## config.mk

```make
export PLATFORM = sky130hd
export DESIGN_NAME = div_unit_flat
export DESIGN_NICKNAME = d
export VERILOG_FILES = /design/src/rtl/div_unit_if.sv /design/src/rtl/div_unit.sv /design/src/flat_wrapper.sv
export SDC_FILE = /design/constraint.sdc
export NUM_CORES = 1
export LEC_CHECK = 0
export ABC_CLOCK_PERIOD_IN_PS = 10800
export BUFFER_PORTS_ARGS = -buffer_cell sky130_fd_sc_hd__buf_2
export CORE_MARGIN = 4
export CORE_UTILIZATION = 40
export CTS_CLUSTER_DIAMETER = 80
export DETAILED_ROUTE_END_ITERATION = 10
export GPL_ROUTABILITY_DRIVEN = 0
export SLEW_MARGIN = 20
export SYNTH_ARGS = -nofsm -noshare
export SYNTH_HDL_FRONTEND = slang
export SYNTH_SLANG_ARGS = --single-unit
```

## constraint.sdc

```tcl
create_clock -name i_clk -period 10.8 [get_ports i_clk]
set_clock_uncertainty 0.2 [all_clocks]
set_input_delay 0 -clock i_clk [delete_from_list [all_inputs] [get_ports i_clk]]
set_output_delay 0 -clock i_clk [all_outputs]
set_load 0.05 [all_outputs]
```

## src/rtl/div_unit_if.sv

```systemverilog
// Request/response bundle between the execute stage and the iterative divider.
interface div_unit_if #(
  parameter int unsigned WIDTH = 32
) ();

  logic             start;
  logic [1:0]       div_op;
  logic [WIDTH-1:0] op1;
  logic [WIDTH-1:0] op2;
  logic             busy;
  logic             done;
  logic [WIDTH-1:0] result;

  // Execute stage side
  modport master (
    output start, div_op, op1, op2,
    input  busy, done, result
  );

  // Divider side
  modport slave (
    input  start, div_op, op1, op2,
    output busy, done, result
  );

endinterface

```

## src/rtl/div_unit.sv

```systemverilog
// Multi-cycle restoring divider for DIV/DIVU/REM/REMU. One quotient bit per cycle,
// WIDTH iterations, with a fast path for divide-by-zero and signed overflow.
module div_unit #(
  parameter int unsigned WIDTH = 32
) (
  input  logic      i_clk,
  input  logic      i_rst_n,
  div_unit_if.slave io_bus
);

  localparam int unsigned CntW = (WIDTH > 1) ? $clog2(WIDTH) : 1;
  localparam logic [WIDTH-1:0] MinNeg = {1'b1, {(WIDTH-1){1'b0}}};

  typedef enum logic [1:0] {StIdle, StCalc, StDone} state_e;

  state_e           r_state, w_state_d;
  logic [1:0]       r_op;
  logic             r_q_neg;
  logic             r_r_neg;
  logic [WIDTH-1:0] r_dvd;
  logic [WIDTH-1:0] r_div;
  logic [WIDTH-1:0] r_rem;
  logic [WIDTH-1:0] r_quo;
  logic [WIDTH-1:0] r_result;
  logic [CntW-1:0]  r_count;

  // Operand conditioning at the accept edge
  logic             w_signed, w_op1_neg, w_op2_neg;
  logic [WIDTH-1:0] w_op1_abs, w_op2_abs;
  logic             w_div_zero, w_ovf, w_special, w_accept, w_last;
  logic [WIDTH-1:0] w_special_res;

  assign w_signed   = ~io_bus.div_op[0];
  assign w_op1_neg  = w_signed & io_bus.op1[WIDTH-1];
  assign w_op2_neg  = w_signed & io_bus.op2[WIDTH-1];
  assign w_op1_abs  = w_op1_neg ? -io_bus.op1 : io_bus.op1;
  assign w_op2_abs  = w_op2_neg ? -io_bus.op2 : io_bus.op2;
  assign w_div_zero = (io_bus.op2 == '0);
  assign w_ovf      = w_signed & (io_bus.op1 == MinNeg) & (&io_bus.op2);
  assign w_special  = w_div_zero | w_ovf;
  assign w_accept   = (r_state == StIdle) & io_bus.start;
  assign w_last     = (r_count == CntW'(WIDTH - 1));

  // Divide-by-zero wins over overflow (overflow needs op2 = -1, so they never overlap)
  always_comb begin
    w_special_res = '0;
    if (w_div_zero) begin
      w_special_res = io_bus.div_op[1] ? io_bus.op1 : '1;
    end else begin
      w_special_res = io_bus.div_op[1] ? '0 : MinNeg;
    end
  end

  // One restoring step. The shifted remainder is WIDTH+1 bits; its top bit is r_rem[MSB],
  // so the subtraction only needs the low WIDTH bits once the compare says it fits.
  logic [WIDTH-1:0] w_rem_sh_lo, w_rem_sub, w_rem_nx, w_quo_nx;
  logic             w_ge;
  logic [WIDTH-1:0] w_fin_mag, w_fin;
  logic             w_fin_neg;

  assign w_rem_sh_lo = {r_rem[WIDTH-2:0], r_dvd[WIDTH-1]};
  assign w_ge        = r_rem[WIDTH-1] | (w_rem_sh_lo >= r_div);
  assign w_rem_sub   = w_rem_sh_lo - r_div;
  assign w_rem_nx    = w_ge ? w_rem_sub : w_rem_sh_lo;
  assign w_quo_nx    = {r_quo[WIDTH-2:0], w_ge};
  assign w_fin_mag   = r_op[1] ? w_rem_nx : w_quo_nx;
  assign w_fin_neg   = ~r_op[0] & (r_op[1] ? r_r_neg : r_q_neg);
  assign w_fin       = w_fin_neg ? -w_fin_mag : w_fin_mag;

  // State register
  always_ff @(posedge i_clk) begin
    if (!i_rst_n) begin
      r_state <= StIdle;
    end else begin
      r_state <= w_state_d;
    end
  end

  // Next-state and status outputs
  always_comb begin
    w_state_d      = r_state;
    io_bus.busy    = (r_state != StIdle);
    io_bus.done    = (r_state == StDone);
    unique case (r_state)
      StIdle:  if (io_bus.start) w_state_d = w_special ? StDone : StCalc;
      StCalc:  if (w_last) w_state_d = StDone;
      StDone:  w_state_d = StIdle;
      default: w_state_d = StIdle;
    endcase
  end

  // Datapath: capture on accept, iterate in CALC, register the final result
  always_ff @(posedge i_clk) begin
    if (!i_rst_n) begin
      r_op     <= '0;
      r_q_neg  <= 1'b0;
      r_r_neg  <= 1'b0;
      r_dvd    <= '0;
      r_div    <= '0;
      r_rem    <= '0;
      r_quo    <= '0;
      r_count  <= '0;
      r_result <= '0;
    end else if (w_accept) begin
      r_op    <= io_bus.div_op;
      r_q_neg <= w_op1_neg ^ w_op2_neg;
      r_r_neg <= w_op1_neg;
      r_dvd   <= w_op1_abs;
      r_div   <= w_op2_abs;
      r_rem   <= '0;
      r_quo   <= '0;
      r_count <= '0;
      if (w_special) r_result <= w_special_res;
    end else if (r_state == StCalc) begin
      r_dvd   <= {r_dvd[WIDTH-2:0], 1'b0};
      r_rem   <= w_rem_nx;
      r_quo   <= w_quo_nx;
      r_count <= r_count + 1'b1;
      if (w_last) r_result <= w_fin;
    end
  end

  assign io_bus.result = r_result;

endmodule

```

## src/flat_wrapper.sv

```systemverilog
// flat-port wrapper written by rule: the top's interface ports become plain ports
module div_unit_flat 
#(
  parameter int unsigned WIDTH = 32
)
  (i_clk, i_rst_n, io_bus_start, io_bus_div_op, io_bus_op1, io_bus_op2, io_bus_busy, io_bus_done, io_bus_result);
  div_unit_if #(.WIDTH(WIDTH)) io_bus_i ();
  input  logic i_clk;
  input  logic i_rst_n;
  input wire logic [$bits(io_bus_i.start)-1:0] io_bus_start;
  input wire logic [$bits(io_bus_i.div_op)-1:0] io_bus_div_op;
  input wire logic [$bits(io_bus_i.op1)-1:0] io_bus_op1;
  input wire logic [$bits(io_bus_i.op2)-1:0] io_bus_op2;
  output wire logic [$bits(io_bus_i.busy)-1:0] io_bus_busy;
  output wire logic [$bits(io_bus_i.done)-1:0] io_bus_done;
  output wire logic [$bits(io_bus_i.result)-1:0] io_bus_result;
  assign io_bus_i.start = io_bus_start;
  assign io_bus_i.div_op = io_bus_div_op;
  assign io_bus_i.op1 = io_bus_op1;
  assign io_bus_i.op2 = io_bus_op2;
  assign io_bus_busy = io_bus_i.busy;
  assign io_bus_done = io_bus_i.done;
  assign io_bus_result = io_bus_i.result;
  div_unit #(.WIDTH(WIDTH)) u_core (.i_clk(i_clk), .i_rst_n(i_rst_n), .io_bus(io_bus_i));
endmodule
```

# Yosys cells after proc, flatten, opt, wreduce, memory -nomap -nowiden
# Index checks and enable logic that the tools add are counted.
# W data, S select, Z words.
# classes
n_addsub	5
n_lt_le_gt_ge	1
eq_ne	7
n_mux	19
bitwise	12
n_reduce_logical	9
# ops
operator	n
$mux W32	14
$neg A32 Y32	3
$eq A32 B32 Y1 const B	1
$ge A32 B32 Y1	1
$logic_not A32 Y1	1
$reduce_and A32 Y1	1
$sub A32 B32 Y32	1
$and A1 B1 Y1	6
$mux W2	3
$reduce_bool A2 Y1	3
$add A5 B1 Y5 const B	1
$eq A5 B5 Y1 const B	1
$ne A2 B1 Y1 const B	2
$pmux W2 S2	1
$not A1 Y1	3
$reduce_and A3 Y1	1
$eq A2 B1 Y1 const B	1
$eq A2 B2 Y1 const B	1
$logic_not A2 Y1	1
$ne A2 B2 Y1 const B	1
$or A1 B1 Y1	2
$reduce_and A2 Y1	1
$reduce_or A2 Y1	1
$mux W1	1
$xor A1 B1 Y1	1
# word_totals
register_bits	170
inputBits	69
output_inout_bits	34
elab_cells	63

# Longest topological paths before layout
# Gate-level depths: netlist (run 1).
# logic_depth
ltp_word	9
depth_mapped	19
ltp_nobuf	17

# Worst setup path before layout (run 1)
# OpenSTA, ideal clock, no wires.
# synth_path
path_type	register to register
startpoint	register u_core.r_dvd[31]
endpoint	register u_core.r_result[26], in the netlist u_core.io_bus.result[26]
setup_ns	0.087
arrival_time_ns	3.489
required_time_ns	10.513
path_slack_ns	7.024
path_stages_with_launch	19
path_buffers	2
period_less_slack_ns	3.776
cell_sequence	dfxtp_1 > inv_1 > ha_1 > inv_1 > fa_1 > nand3_1 > a211oi_2 > o21ai_2 > a21bo_1 > buf_6 > a2111oi_0 > a311oi_1 > nand4_2 > nor4_4 > buf_4 > nand4_1 > o31a_1 > xnor2_1 > o31ai_1
# synth_between
elab_chain_cells	9
elab_cells_between_ends	10
classes_between	2 x add/sub; 1 x order compare; 6 x mux; 1 x bitwise
# synth_lines
element	line_no	source
from (decl)	div_unit.sv:20	logic [WIDTH-1:0] r_dvd;
from (signal assigned)	div_unit.sv:108	r_dvd <= w_op1_abs;
from (signal assigned)	div_unit.sv:115	r_dvd <= {r_dvd[WIDTH-2:0], 1'b0};
$ge A32 B32 Y1	div_unit.sv:62	assign w_ge = r_rem[WIDTH-1] | (w_rem_sh_lo >= r_div);
$or A1 B1 Y1	div_unit.sv:62	
$mux W32	div_unit.sv:64	assign w_rem_nx = w_ge ? w_rem_sub : w_rem_sh_lo;
$mux W32 (*)	div_unit.sv:66	assign w_fin_mag = r_op[1] ? w_rem_nx : w_quo_nx;
$neg A32 Y32	div_unit.sv:68	assign w_fin = w_fin_neg ? -w_fin_mag : w_fin_mag;
$mux W32 (*)	div_unit.sv:68	
$mux W32 (*)	div_unit.sv:119	if (w_last) r_result <= w_fin;
$mux W32 (*)	div_unit.sv:114	end else if (r_state == StCalc) begin
$mux W32 (*)	div_unit.sv:104	end else if (w_accept) begin
to (signal assigned)	div_unit.sv:113	if (w_special) r_result <= w_special_res;
to (signal assigned)	div_unit.sv:119	
to (decl)	div_unit.sv:24	logic [WIDTH-1:0] r_result;
# Mark *: on every way between the ends. The rest lies on a longest branch, timed or not. The select of a mux whose other input is x is not followed.
# A chain may end at the register's enable or synchronous reset.

# Worst setup path after layout (run 1)
# layout_path
startpoint	register u_core.r_div[23]
endpoint	register u_core.r_result[29], in the netlist u_core.io_bus.result[29]
# layout_between
elab_chain_cells	9
elab_cells_between_ends	10
classes_between	2 x add/sub; 1 x order compare; 6 x mux; 1 x bitwise
# layout_lines
element	line_no	source
from (decl)	div_unit.sv:21	logic [WIDTH-1:0] r_div;
from (signal assigned)	div_unit.sv:109	r_div <= w_op2_abs;
$ge A32 B32 Y1	div_unit.sv:62	
$or A1 B1 Y1	div_unit.sv:62	
$mux W32	div_unit.sv:64	
$mux W32 (*)	div_unit.sv:66	
$neg A32 Y32	div_unit.sv:68	
$mux W32 (*)	div_unit.sv:68	
$mux W32 (*)	div_unit.sv:119	
$mux W32 (*)	div_unit.sv:114	
$mux W32 (*)	div_unit.sv:104	
# Marks and branches as above.

==> results of run 1 <==
[synthesized netlist by cell type, types with 13 or more instances]
| cell type | count |
|---|---|
| sky130_fd_sc_hd__a211oi_1 | 26 |
| sky130_fd_sc_hd__a21o_1 | 13 |
| sky130_fd_sc_hd__a21oi_1 | 138 |
| sky130_fd_sc_hd__a31oi_1 | 26 |
| sky130_fd_sc_hd__and2_1 | 13 |
| sky130_fd_sc_hd__and3_1 | 15 |
| sky130_fd_sc_hd__buf_1 | 16 |
| sky130_fd_sc_hd__clkbuf_1 | 80 |
| sky130_fd_sc_hd__dfxtp_1 | 170 |
| sky130_fd_sc_hd__ha_1 | 38 |
| sky130_fd_sc_hd__inv_1 | 52 |
| sky130_fd_sc_hd__nand2_1 | 274 |
| sky130_fd_sc_hd__nand3_1 | 60 |
| sky130_fd_sc_hd__nand4_1 | 23 |
| sky130_fd_sc_hd__nor2_1 | 115 |
| sky130_fd_sc_hd__nor2b_1 | 16 |
| sky130_fd_sc_hd__nor3_1 | 37 |
| sky130_fd_sc_hd__nor4_1 | 14 |
| sky130_fd_sc_hd__o211a_1 | 63 |
| sky130_fd_sc_hd__o211ai_1 | 23 |
| sky130_fd_sc_hd__o21a_1 | 14 |
| sky130_fd_sc_hd__o21ai_0 | 93 |
| sky130_fd_sc_hd__o31ai_1 | 13 |
| sky130_fd_sc_hd__xnor2_1 | 55 |
| sky130_fd_sc_hd__xor2_1 | 39 |
[stage by stage]
step	hold WS [ns]	setup WS, ns	power, W	std cells	cell area, µm²
floorplan	-0.0551	7.02	0.00117	1622	12000
global placement	0.106	5.49	0.00133	2016	12700
detailed placement	0.113	5.38	0.00134	2016	12700
CTS	0.200	5.36	0.00204	2145	14300
global route	0.244	4.95	0.00215	2145	14300
finish	0.222	5.32	0.00205	2145	14300
[registers in the layout (all words and copies together) (netlist names)]
register              count
u_core.r_q_neg            1
u_core.r_r_neg            1
u_core.r_dvd             32
u_core.r_state            2
u_core.r_rem             32
u_core.r_op               2
u_core.r_count            5
u_core.r_quo             31
u_core.io_bus.result     32
u_core.r_div             32
[final cells by class]
class	instances	area [µm²]	area share [%]
multi-input combinational	1288	7950	55.8
clock buffer	18	429	3.01
inverter	52	195	1.37
timing repair buffer	213	1590	11.1
clock inverter	14	203	1.42
sequential	170	3400	23.9
tap	390	488	3.42
[power by group through the flow]
stage / sequential [W] / clock [W] / combinational (W)
global placement: 0.000695 / 0 / 0.000638
detailed placement: 0.000696 / 0 / 0.000642
global route: 0.000686 / 0.000705 / 0.000757
CTS: 0.000681 / 0.000685 / 0.000678
floorplan: 0.000688 / 0 / 0.000478
finish: 0.000682 / 0.000670 / 0.000693
[critical path, stage by stage (launching register included)]
cell and delay (ns):
sky130_fd_sc_hd__dfxtp_1 0.33, sky130_fd_sc_hd__inv_1 0.05, sky130_fd_sc_hd__ha_1 0.49, sky130_fd_sc_hd__nand4_2 0.21
sky130_fd_sc_hd__nor4_2 0.43, sky130_fd_sc_hd__and2b_1 0.19, sky130_fd_sc_hd__a21boi_2 0.53, sky130_fd_sc_hd__nor2_2 0.35
sky130_fd_sc_hd__buf_4 0.31, sky130_fd_sc_hd__a311oi_1 0.57, sky130_fd_sc_hd__nand4_2 0.25, sky130_fd_sc_hd__nor4_4 0.53
sky130_fd_sc_hd__nand4_1 0.26, sky130_fd_sc_hd__nor3b_1 0.26, sky130_fd_sc_hd__mux2_1 0.35, sky130_fd_sc_hd__o21ai_1 0.11
[per-layer routing]
layer  up-vias  routed length [µm]  global-route usage (%)
met5         -                   7                       0
met4         2                1240                    7.54
met3        91                2410                    3.70
met2       462               18300                    37.9
met1      6050               18800                    33.9
li1       6109                   -                       -
[cells by family (layout without fill, tap and decap cells)]
family                   after synthesis  in the layout  share of synthesized area [%]
AO/OA/AOI/OAI                        523            523                           30.3
XOR/XNOR                              94             94                           6.87
AND/OR/NAND/NOR                      623            623                           24.1
buffers and inverters                164            297                           5.42
flip-flops                           170            170                           28.4
adder cells (fa/ha/maj)               39             39                           4.13
multiplexers                           9              9                          0.762
[final timing paths]
kind	cells after the start	slack (ns)	start	to
hold reg to reg	2	0.27	u_core.r_count[4]$_SDFFE_PP0P_	u_core.r_count[4]$_SDFFE_PP0P_
setup reg to reg	15	5.32	u_core.r_div[23]$_SDFFE_PN0P_	u_core.io_bus.result[29]$_SDFFE_PN0P_
hold / removal	4	0.22	io_bus_op1[0]	u_core.r_dvd[0]$_SDFFE_PN0P_
setup / recovery	15	5.32	u_core.r_div[23]$_SDFFE_PN0P_	u_core.io_bus.result[29]$_SDFFE_PN0P_
==> tab_implementation.tex, run 1 <==
\begin{tabular}{lr}
\hline
Metric & Value \\
\hline
\multicolumn{2}{l}{\textbf{Status}} \\
\quad Outcome & complete, no violations \\
\multicolumn{2}{l}{\textbf{Synthesis}} \\
\quad Share of synthesized flip-flops with an asynchronous set or reset & 0\% \\
\quad Fraction of synthesized cell area taken by the top area cell type & 28.4\% \\
\quad Syn Std Cell Area & 12000 µm² \\
\quad Yosys warning total & 0 \\
\quad Predominant post-synthesis flop cell & sky130\_fd\_sc\_hd\_\_dfxtp\_1 \\
\quad Gate count of the mapped netlist & 1622 \\
\quad Share of the yosys chip area belonging to registers & 28.4\% \\
\quad Number of library cell types mapped by synthesis & 87 \\
\quad Cells taking the most area after synthesis & sky130\_fd\_sc\_hd\_\_dfxtp\_1 28\%, sky130\_fd\_sc\_hd\_\_nand2\_1 8.6\%, sky130\_fd\_sc\_hd\_\_a21oi\_1 5.8\% \\
\quad Count of flip-flops with a built-in enable after synthesis & 0 \\
\quad Synthesized area divided by synthesized cell count & 7.39 µm² \\
\quad Number of synthesized register bits & 170 \\
\quad Biggest area consumer among synthesized cells & sky130\_fd\_sc\_hd\_\_dfxtp\_1 \\
\quad Number of nets produced by synthesis & 1730 \\
\multicolumn{2}{l}{\textbf{Job}} \\
\quad \# Max-Cap Violations & 0 \\
\multicolumn{2}{l}{\textbf{Timing}} \\
\quad Unrepaired setup endpoints after global routing & false \\
\quad Minimum clock period after layout & 5.48 ns \\
\quad Transition time of the tightest slew-check pin & 1.03 ns \\
\quad Worst slew margin relative to its limit & 30.9\% \\
\quad Final count of pins violating max slew & 0 \\
\quad Maximum clock rate & 183 MHz \\
\quad Aggregate negative setup slack & 0 ns \\
\quad Final clock period utilization by the worst path & 50.7\% \\
\quad Number of endpoints with negative hold slack in the final report & 0 \\
\quad Final-report setup violation count & 0 \\
\multicolumn{2}{l}{\textbf{Layout}} \\
\quad Number of diodes & 0 \\
\quad Final core utilization & 48.2\% \\
\quad Number of nets in the finished design & 1850 \\
\quad Proportion of layout cells with a drive suffix above 1 & 10.7\% \\
\quad Relative area change from synthesis to final layout & 19.0\% \\
\quad Number of filler instances in the final layout & 2910 \\
\quad Commonest non-fill, non-tap cell in the layout & sky130\_fd\_sc\_hd\_\_nand2\_1 \\
\quad Most used cells in the layout excluding fill and tap cells & 272 x sky130\_fd\_sc\_hd\_\_nand2\_1, 169 x sky130\_fd\_sc\_hd\_\_dfxtp\_1, 138 x sky130\_fd\_sc\_hd\_\_a21oi\_1 \\
\multicolumn{2}{l}{\textbf{Global routing}} \\
\quad Vias in the first global route & 11800 \\
\quad Tot GR Track Use & 24.0\% \\
\quad First-pass GRT wire length & 64900 µm \\
\quad Largest net degree at the start of global routing & 85 \\
\quad Grt ovf & 0 \\
\quad Antenna violations before repair & 1 \\
\multicolumn{2}{l}{\textbf{Floorplan}} \\
\quad Core Area & 29600 µm² \\
\quad Top-level port count & 103 \\
\quad Height of the die & 181 µm \\
\quad Die Area & 32800 µm² \\
\quad Initial core utilization & 40.5\% \\
\quad FP Rows & 63 \\
\quad Horiz. Die Dim & 181 µm \\
\multicolumn{2}{l}{\textbf{Worst setup path}} \\
\quad Worst path required time & 10.98 ns \\
\quad Worst-path fanout max & 17 \\
\quad Arrival time at the worst endpoint & 5.65 ns \\
\quad Category of the critical setup timing path & register to register \\
\quad Critical path launch point type & register \\
\quad Sort of element at the end of the critical path & register \\
\multicolumn{2}{l}{\textbf{Placed design}} \\
\quad Detailed-placement wirelength estimate & 28900 µm \\
\quad Count of buffers inserted at the top-level ports & 102 \\
\multicolumn{2}{l}{\textbf{Pwr}} \\
\quad Internal power consumption & 0.00129 W \\
\quad Pwr dens & 143 nW/µm² \\
\quad Relative contribution of sequential cells to total power & 33.4\% \\
\quad Net switching power of the design & 0.000759 W \\
\quad Relative contribution of the clock network to total power & 32.8\% \\
\quad Logic pwr share & 33.9\% \\
\quad Leakage power total & 5.92 nW \\
\quad Max rail drop VDD & 0.119 mV \\
\quad Switching Share & 37.1\% \\
\multicolumn{2}{l}{\textbf{CTS}} \\
\quad Gates resized, CTS repair & 0 \\
\quad Clock Sink Count & 170 \\
\quad CTS Buffer Depth & 2 \\
\quad Clock buffers created by TritonCTS & 17 \\
\quad CTS root buffer & sky130\_fd\_sc\_hd\_\_clkbuf\_16 \\
\quad TritonCTS clock tree & done \\
\quad H-tree levels & 4 \\
\quad Source-to-sink clock delay at the later pin of the worst-skew pair & 0.44 ns \\
\quad Post-CTS Hold Fix Bufs & 97 \\
\quad Number of post-CTS setup repair buffers & 0 \\
\quad Worst-path clk slew & 0.08 ns \\
\multicolumn{2}{l}{\textbf{Worst hold path}} \\
\quad Hold/Removal Path Class & input port to register \\
\multicolumn{2}{l}{\textbf{Routing}} \\
\quad Router iterations before antenna repair & 5 \\
\quad Average detailed-routed wire length per instance & 19.0 µm \\
\quad Residual antenna-violating net count after detailed routing & 0 \\
\quad Number of violations reported at the end of detailed-routing iteration 0 & 1377 \\
\quad Total via count in the routed design & 12700 \\
\quad Post-route DRC violation count & 0 \\
\quad Via count normalized by instance count & 5.93 \\
\quad Total Wirelength & 40700 µm \\
\hline
\end{tabular}
Power figures use the tool's default switching activity.
==> run 2: changes to the inputs <==
Settings changed: ABC_AREA set to 1, ABC_CLOCK_PERIOD_IN_PS 10800 to 4500.
Clock period 10.8 ns to 4.5 ns, I/O delays scaled along.
==> run 2 against run 1 <==
Compared with the run above:
- wire length grew 20%
- power rose to 2.9 times the previous value
- via count up 20%
- critical path depth increased by 5
- sequential share of layout area is 2.3 points lower
- register-to-register slack worse by 4.9 ns
- utilization about the same
- first-iteration DRC count rose by 22%
- largest cell class unchanged
==> tab_implementation.tex, run 2 <==
\begin{tabular}{lr}
\hline
Metric & Value \\
\hline
\multicolumn{2}{l}{\textbf{Status}} \\
\quad Outcome & complete, no violations \\
\multicolumn{2}{l}{\textbf{CTS}} \\
\quad CTS Buffer Depth & 2 \\
\quad Worst-path clk slew & 0.07 ns \\
\quad Clock Sink Count & 170 \\
\quad Number of post-CTS setup repair buffers & 0 \\
\quad CTS root buffer & sky130\_fd\_sc\_hd\_\_clkbuf\_16 \\
\quad Source-to-sink clock delay at the later pin of the worst-skew pair & 0.45 ns \\
\quad TritonCTS clock tree & done \\
\quad H-tree levels & 4 \\
\quad Clock buffers created by TritonCTS & 17 \\
\multicolumn{2}{l}{\textbf{Global routing}} \\
\quad Largest net degree at the start of global routing & 86 \\
\quad Tot GR Track Use & 26.2\% \\
\quad Antenna violations before repair & 0 \\
\quad First-pass GRT wire length & 75600 µm \\
\quad Vias in the first global route & 13900 \\
\quad Grt ovf & 0 \\
\multicolumn{2}{l}{\textbf{Synthesis}} \\
\quad Simple-gate portion of the synthesized area & 40.4\% \\
\quad Share of synthesized cell area in full adder, half adder and majority cells & 3.71\% \\
\quad Number of nets produced by synthesis & 2376 \\
\quad Share of synthesized flip-flops with an asynchronous set or reset & 0\% \\
\quad Cells taking the most area after synthesis & sky130\_fd\_sc\_hd\_\_dfxtp\_1 25\%, sky130\_fd\_sc\_hd\_\_nand2\_1 19\%, sky130\_fd\_sc\_hd\_\_inv\_1 8.6\% \\
\quad Predominant post-synthesis flop cell & sky130\_fd\_sc\_hd\_\_dfxtp\_1 \\
\quad Number of synthesized register bits & 170 \\
\quad Fraction of synthesized cell area taken by the top area cell type & 25.5\% \\
\quad Compound-Gate Fraction of Synth Area & 15.2\% \\
\quad Xor and xnor fraction of the mapped netlist area & 3.02\% \\
\quad Most used standard cells in the synthesized netlist & 659 x sky130\_fd\_sc\_hd\_\_nand2\_1, 306 x sky130\_fd\_sc\_hd\_\_inv\_1, 219 x sky130\_fd\_sc\_hd\_\_nor2\_1, 192 x sky130\_fd\_sc\_hd\_\_nand3\_1, 177 x sky130\_fd\_sc\_hd\_\_a21oi\_1 \\
\quad Yosys warning total & 0 \\
\quad Count of flip-flops with a built-in enable after synthesis & 0 \\
\quad Synthesized area divided by synthesized cell count & 5.89 µm² \\
\quad Dominant combinational cell family by area after synthesis & simple AND/OR/NAND/NOR gates \\
\quad Mux contribution to synthesized area & 0\% \\
\quad Share of the yosys chip area belonging to registers & 25.5\% \\
\quad Biggest area consumer among synthesized cells & sky130\_fd\_sc\_hd\_\_dfxtp\_1 \\
\quad Syn Std Cell Area & 13400 µm² \\
\quad Library cell with the highest instance count after synthesis & sky130\_fd\_sc\_hd\_\_nand2\_1 \\
\quad Number of library cell types mapped by synthesis & 53 \\
\quad Gate count of the mapped netlist & 2268 \\
\multicolumn{2}{l}{\textbf{Placed design}} \\
\quad Placement Setup Slack & 0.421 ns \\
\quad Detailed-placement wirelength estimate & 36300 µm \\
\quad DP Cell Count & 2735 \\
\quad Count of buffers inserted at the top-level ports & 102 \\
\multicolumn{2}{l}{\textbf{Pwr}} \\
\quad Pwr dens & 379 nW/µm² \\
\quad Overall power after layout & 0.00597 W \\
\quad Max rail drop VDD & 0.323 mV \\
\quad Leakage power total & 7.78 nW \\
\multicolumn{2}{l}{\textbf{Layout}} \\
\quad Number of diodes & 0 \\
\quad Most used cells in the layout excluding fill and tap cells & 656 x sky130\_fd\_sc\_hd\_\_nand2\_1, 305 x sky130\_fd\_sc\_hd\_\_inv\_1, 216 x sky130\_fd\_sc\_hd\_\_nor2\_1 \\
\quad Number of filler instances in the final layout & 3520 \\
\quad Number of nets in the finished design & 2520 \\
\quad Relative area change from synthesis to final layout & 18.0\% \\
\quad Commonest non-fill, non-tap cell in the layout & sky130\_fd\_sc\_hd\_\_nand2\_1 \\
\quad Final cell count without fillers & 2867 \\
\quad Proportion of layout cells with a drive suffix above 1 & 10.5\% \\
\multicolumn{2}{l}{\textbf{Routing}} \\
\quad Residual antenna-violating net count after detailed routing & 0 \\
\quad Average detailed-routed wire length per instance & 17.0 µm \\
\quad Post-route DRC violation count & 0 \\
\quad Via count normalized by instance count & 5.34 \\
\quad Total via count in the routed design & 15300 \\
\quad Router iterations before antenna repair & 9 \\
\quad Total Wirelength & 48700 µm \\
\quad Number of violations reported at the end of detailed-routing iteration 0 & 1680 \\
\multicolumn{2}{l}{\textbf{Timing}} \\
\quad Worst slew margin relative to its limit & 37.1\% \\
\quad Transition time of the tightest slew-check pin & 0.943 ns \\
\quad Aggregate negative setup slack & 0 ns \\
\quad Minimum clock period after layout & 4.07 ns \\
\quad Final clock period utilization by the worst path & 90.5\% \\
\quad Unrepaired setup endpoints after global routing & false \\
\quad Final-report setup violation count & 0 \\
\quad Maximum clock rate & 246 MHz \\
\quad Setup slack of the critical path after layout & 0.428 ns \\
\quad Number of endpoints with negative hold slack in the final report & 0 \\
\quad Final count of pins violating max slew & 0 \\
\multicolumn{2}{l}{\textbf{Floorplan}} \\
\quad Top-level port count & 103 \\
\quad Die Area & 36400 µm² \\
\quad FP Rows & 66 \\
\quad Horiz. Die Dim & 191 µm \\
\quad Core Area & 32700 µm² \\
\quad Initial core utilization & 40.8\% \\
\quad Height of the die & 191 µm \\
\multicolumn{2}{l}{\textbf{Worst setup path}} \\
\quad Startpoint of the worst register-to-register path & u\_core.r\_div[23]\$\_SDFFE\_PN0P\_ \\
\quad Crit Reg-Reg Endpoint & u\_core.io\_bus.result[16]\$\_SDFFE\_PN0P\_ \\
\quad Number of cells on the worst reg-to-reg path & 20 \\
\quad Category of the critical setup timing path & register to register \\
\quad Arrival time at the worst endpoint & 4.25 ns \\
\quad Worst path required time & 4.67 ns \\
\quad Critical path launch point type & register \\
\quad Sort of element at the end of the critical path & register \\
\quad Setup slack of the worst register-to-register path & 0.43 ns \\
\quad Worst Setup SP & u\_core.r\_div[23]\$\_SDFFE\_PN0P\_ \\
\quad Worst-path fanout max & 27 \\
\quad Termination of the worst setup path & u\_core.io\_bus.result[16]\$\_SDFFE\_PN0P\_ \\
\multicolumn{2}{l}{\textbf{Worst hold path}} \\
\quad Hold/Removal Path Class & input port to register \\
\multicolumn{2}{l}{\textbf{Job}} \\
\quad \# Max-Cap Violations & 0 \\
\hline
\end{tabular}
run 2: cell types whose count changed in the layout (fill, tap and decap cells not counted), moves of 17 or more:
cell / before / now
sky130_fd_sc_hd__a31oi_1: 26 / 4
sky130_fd_sc_hd__o211a_1: 63 / 0
sky130_fd_sc_hd__xnor2_1: 55 / 9
sky130_fd_sc_hd__o211ai_1: 23 / 2
sky130_fd_sc_hd__or2_2: 5 / 24
sky130_fd_sc_hd__a211oi_1: 26 / 2
sky130_fd_sc_hd__o21ai_0: 93 / 138
sky130_fd_sc_hd__nor2_1: 113 / 216
sky130_fd_sc_hd__nand3_1: 60 / 192
sky130_fd_sc_hd__a21oi_1: 138 / 177
sky130_fd_sc_hd__nand2_1: 272 / 656
sky130_fd_sc_hd__inv_1: 52 / 305
sky130_fd_sc_hd__nor3_1: 37 / 20
run 2: cell type report:
cell class                      count  area (µm²)  area share (%)
Clock buffer                       18         429            2.72
Multi-Input combinational cell   1688        8370            53.1
Clock inverter                     14         159            1.01
Inverter                          312        1170            7.43
Tap cell                          442         553            3.51
Timing Repair Buffer              223        1670            10.6
Sequential cell                   170        3400            21.6
run 2: worst max-delay path, stage by stage, from the launching register on:
cell and delay [ns]:
sky130_fd_sc_hd__dfxtp_1 0.31, sky130_fd_sc_hd__inv_1 0.12, sky130_fd_sc_hd__ha_1 0.39, sky130_fd_sc_hd__nand2_1 0.12
sky130_fd_sc_hd__nor2_2 0.23, sky130_fd_sc_hd__nand2_1 0.13, sky130_fd_sc_hd__nor2_1 0.30, sky130_fd_sc_hd__nand2_8 0.18
sky130_fd_sc_hd__nand2_8 0.21, sky130_fd_sc_hd__inv_2 0.13, sky130_fd_sc_hd__nand2_1 0.10, sky130_fd_sc_hd__nand3_1 0.07
sky130_fd_sc_hd__nand2_1 0.16, sky130_fd_sc_hd__ha_2 0.24, sky130_fd_sc_hd__nand3_2 0.11, sky130_fd_sc_hd__nor2_2 0.16
sky130_fd_sc_hd__nand3_2 0.12, sky130_fd_sc_hd__o21bai_4 0.22, sky130_fd_sc_hd__xor2_1 0.24, sky130_fd_sc_hd__nand2_1 0.09
sky130_fd_sc_hd__a21oi_1 0.14
run 2: cell families (layout without fill, tap and decap cells):
group	after synthesis	after routing
AOI/OAI and AO/OA	372	372
and+or+nand+nor	1231	1231
buffers and inverters	410	567
adders and majority gates	39	39
DFF	170	170
xor gates and xnor gates	46	46
run 2: timing repair:
| item | 4_1_cts | 5_1_grt |
|---|---|---|
| setup endpoints to repair | 0 | 10 |
| hold endpoints to repair | 100 | 0 |
| hold buffers | 100 | 0 |
| resized for setup | 0 | 5 |
run 2: worst min path at each step:
stage | startpoint | endpoint | slack, ns | cells after the start
floorplan | io_bus_div_op[0] | u_core.r_div[31]$_SDFFE_PN0P_ | -0.06 | 2
global placement | io_bus_op2[31] | u_core.r_div[31]$_SDFFE_PN0P_ | 0.10 | 3
detailed placement | io_bus_op2[31] | u_core.r_div[31]$_SDFFE_PN0P_ | 0.10 | 3
CTS | io_bus_start | u_core.r_dvd[25]$_SDFFE_PN0P_ | 0.02 | 6
global route | io_bus_start | u_core.r_dvd[1]$_SDFFE_PN0P_ | 0.07 | 4
finish | io_bus_start | u_core.r_dvd[25]$_SDFFE_PN0P_ | 0.04 | 6
run 2: where the power goes:
group | leakage [nW] | internal, W | switching [W]
registers | 1.39 | 0.00161 | 0.0000750
clock network | 0.282 | 0.000832 | 0.000712
logic | 6.11 | 0.000838 | 0.00190
total | 7.78 | 0.00328 | 0.00269
run 2: per-stage QoR:
step / hold slack [ns] / util, % / area [µm²]
2_1_floorplan: -0.0557 / - / 13400
3_3_place_gp: 0.102 / 43.3 / 14100
3_5_place_dp: 0.103 / 43.3 / 14100
4_1_cts: 0.0215 / 48.1 / 15700
5_1_grt: 0.0729 / 48.2 / 15800
6_report: 0.0373 / 48.2 / 15800
run 2: layer usage:
layer	part of all wire, %	vias to the layer above	global-route usage, %	wire (µm)
met2	45	575	42.6	22000
li1	-	7581	-	-
met1	45	7065	35.4	21700
met5	0	-	0	0
met3	6.9	84	4.41	3340
met4	3.3	0	8.48	1580
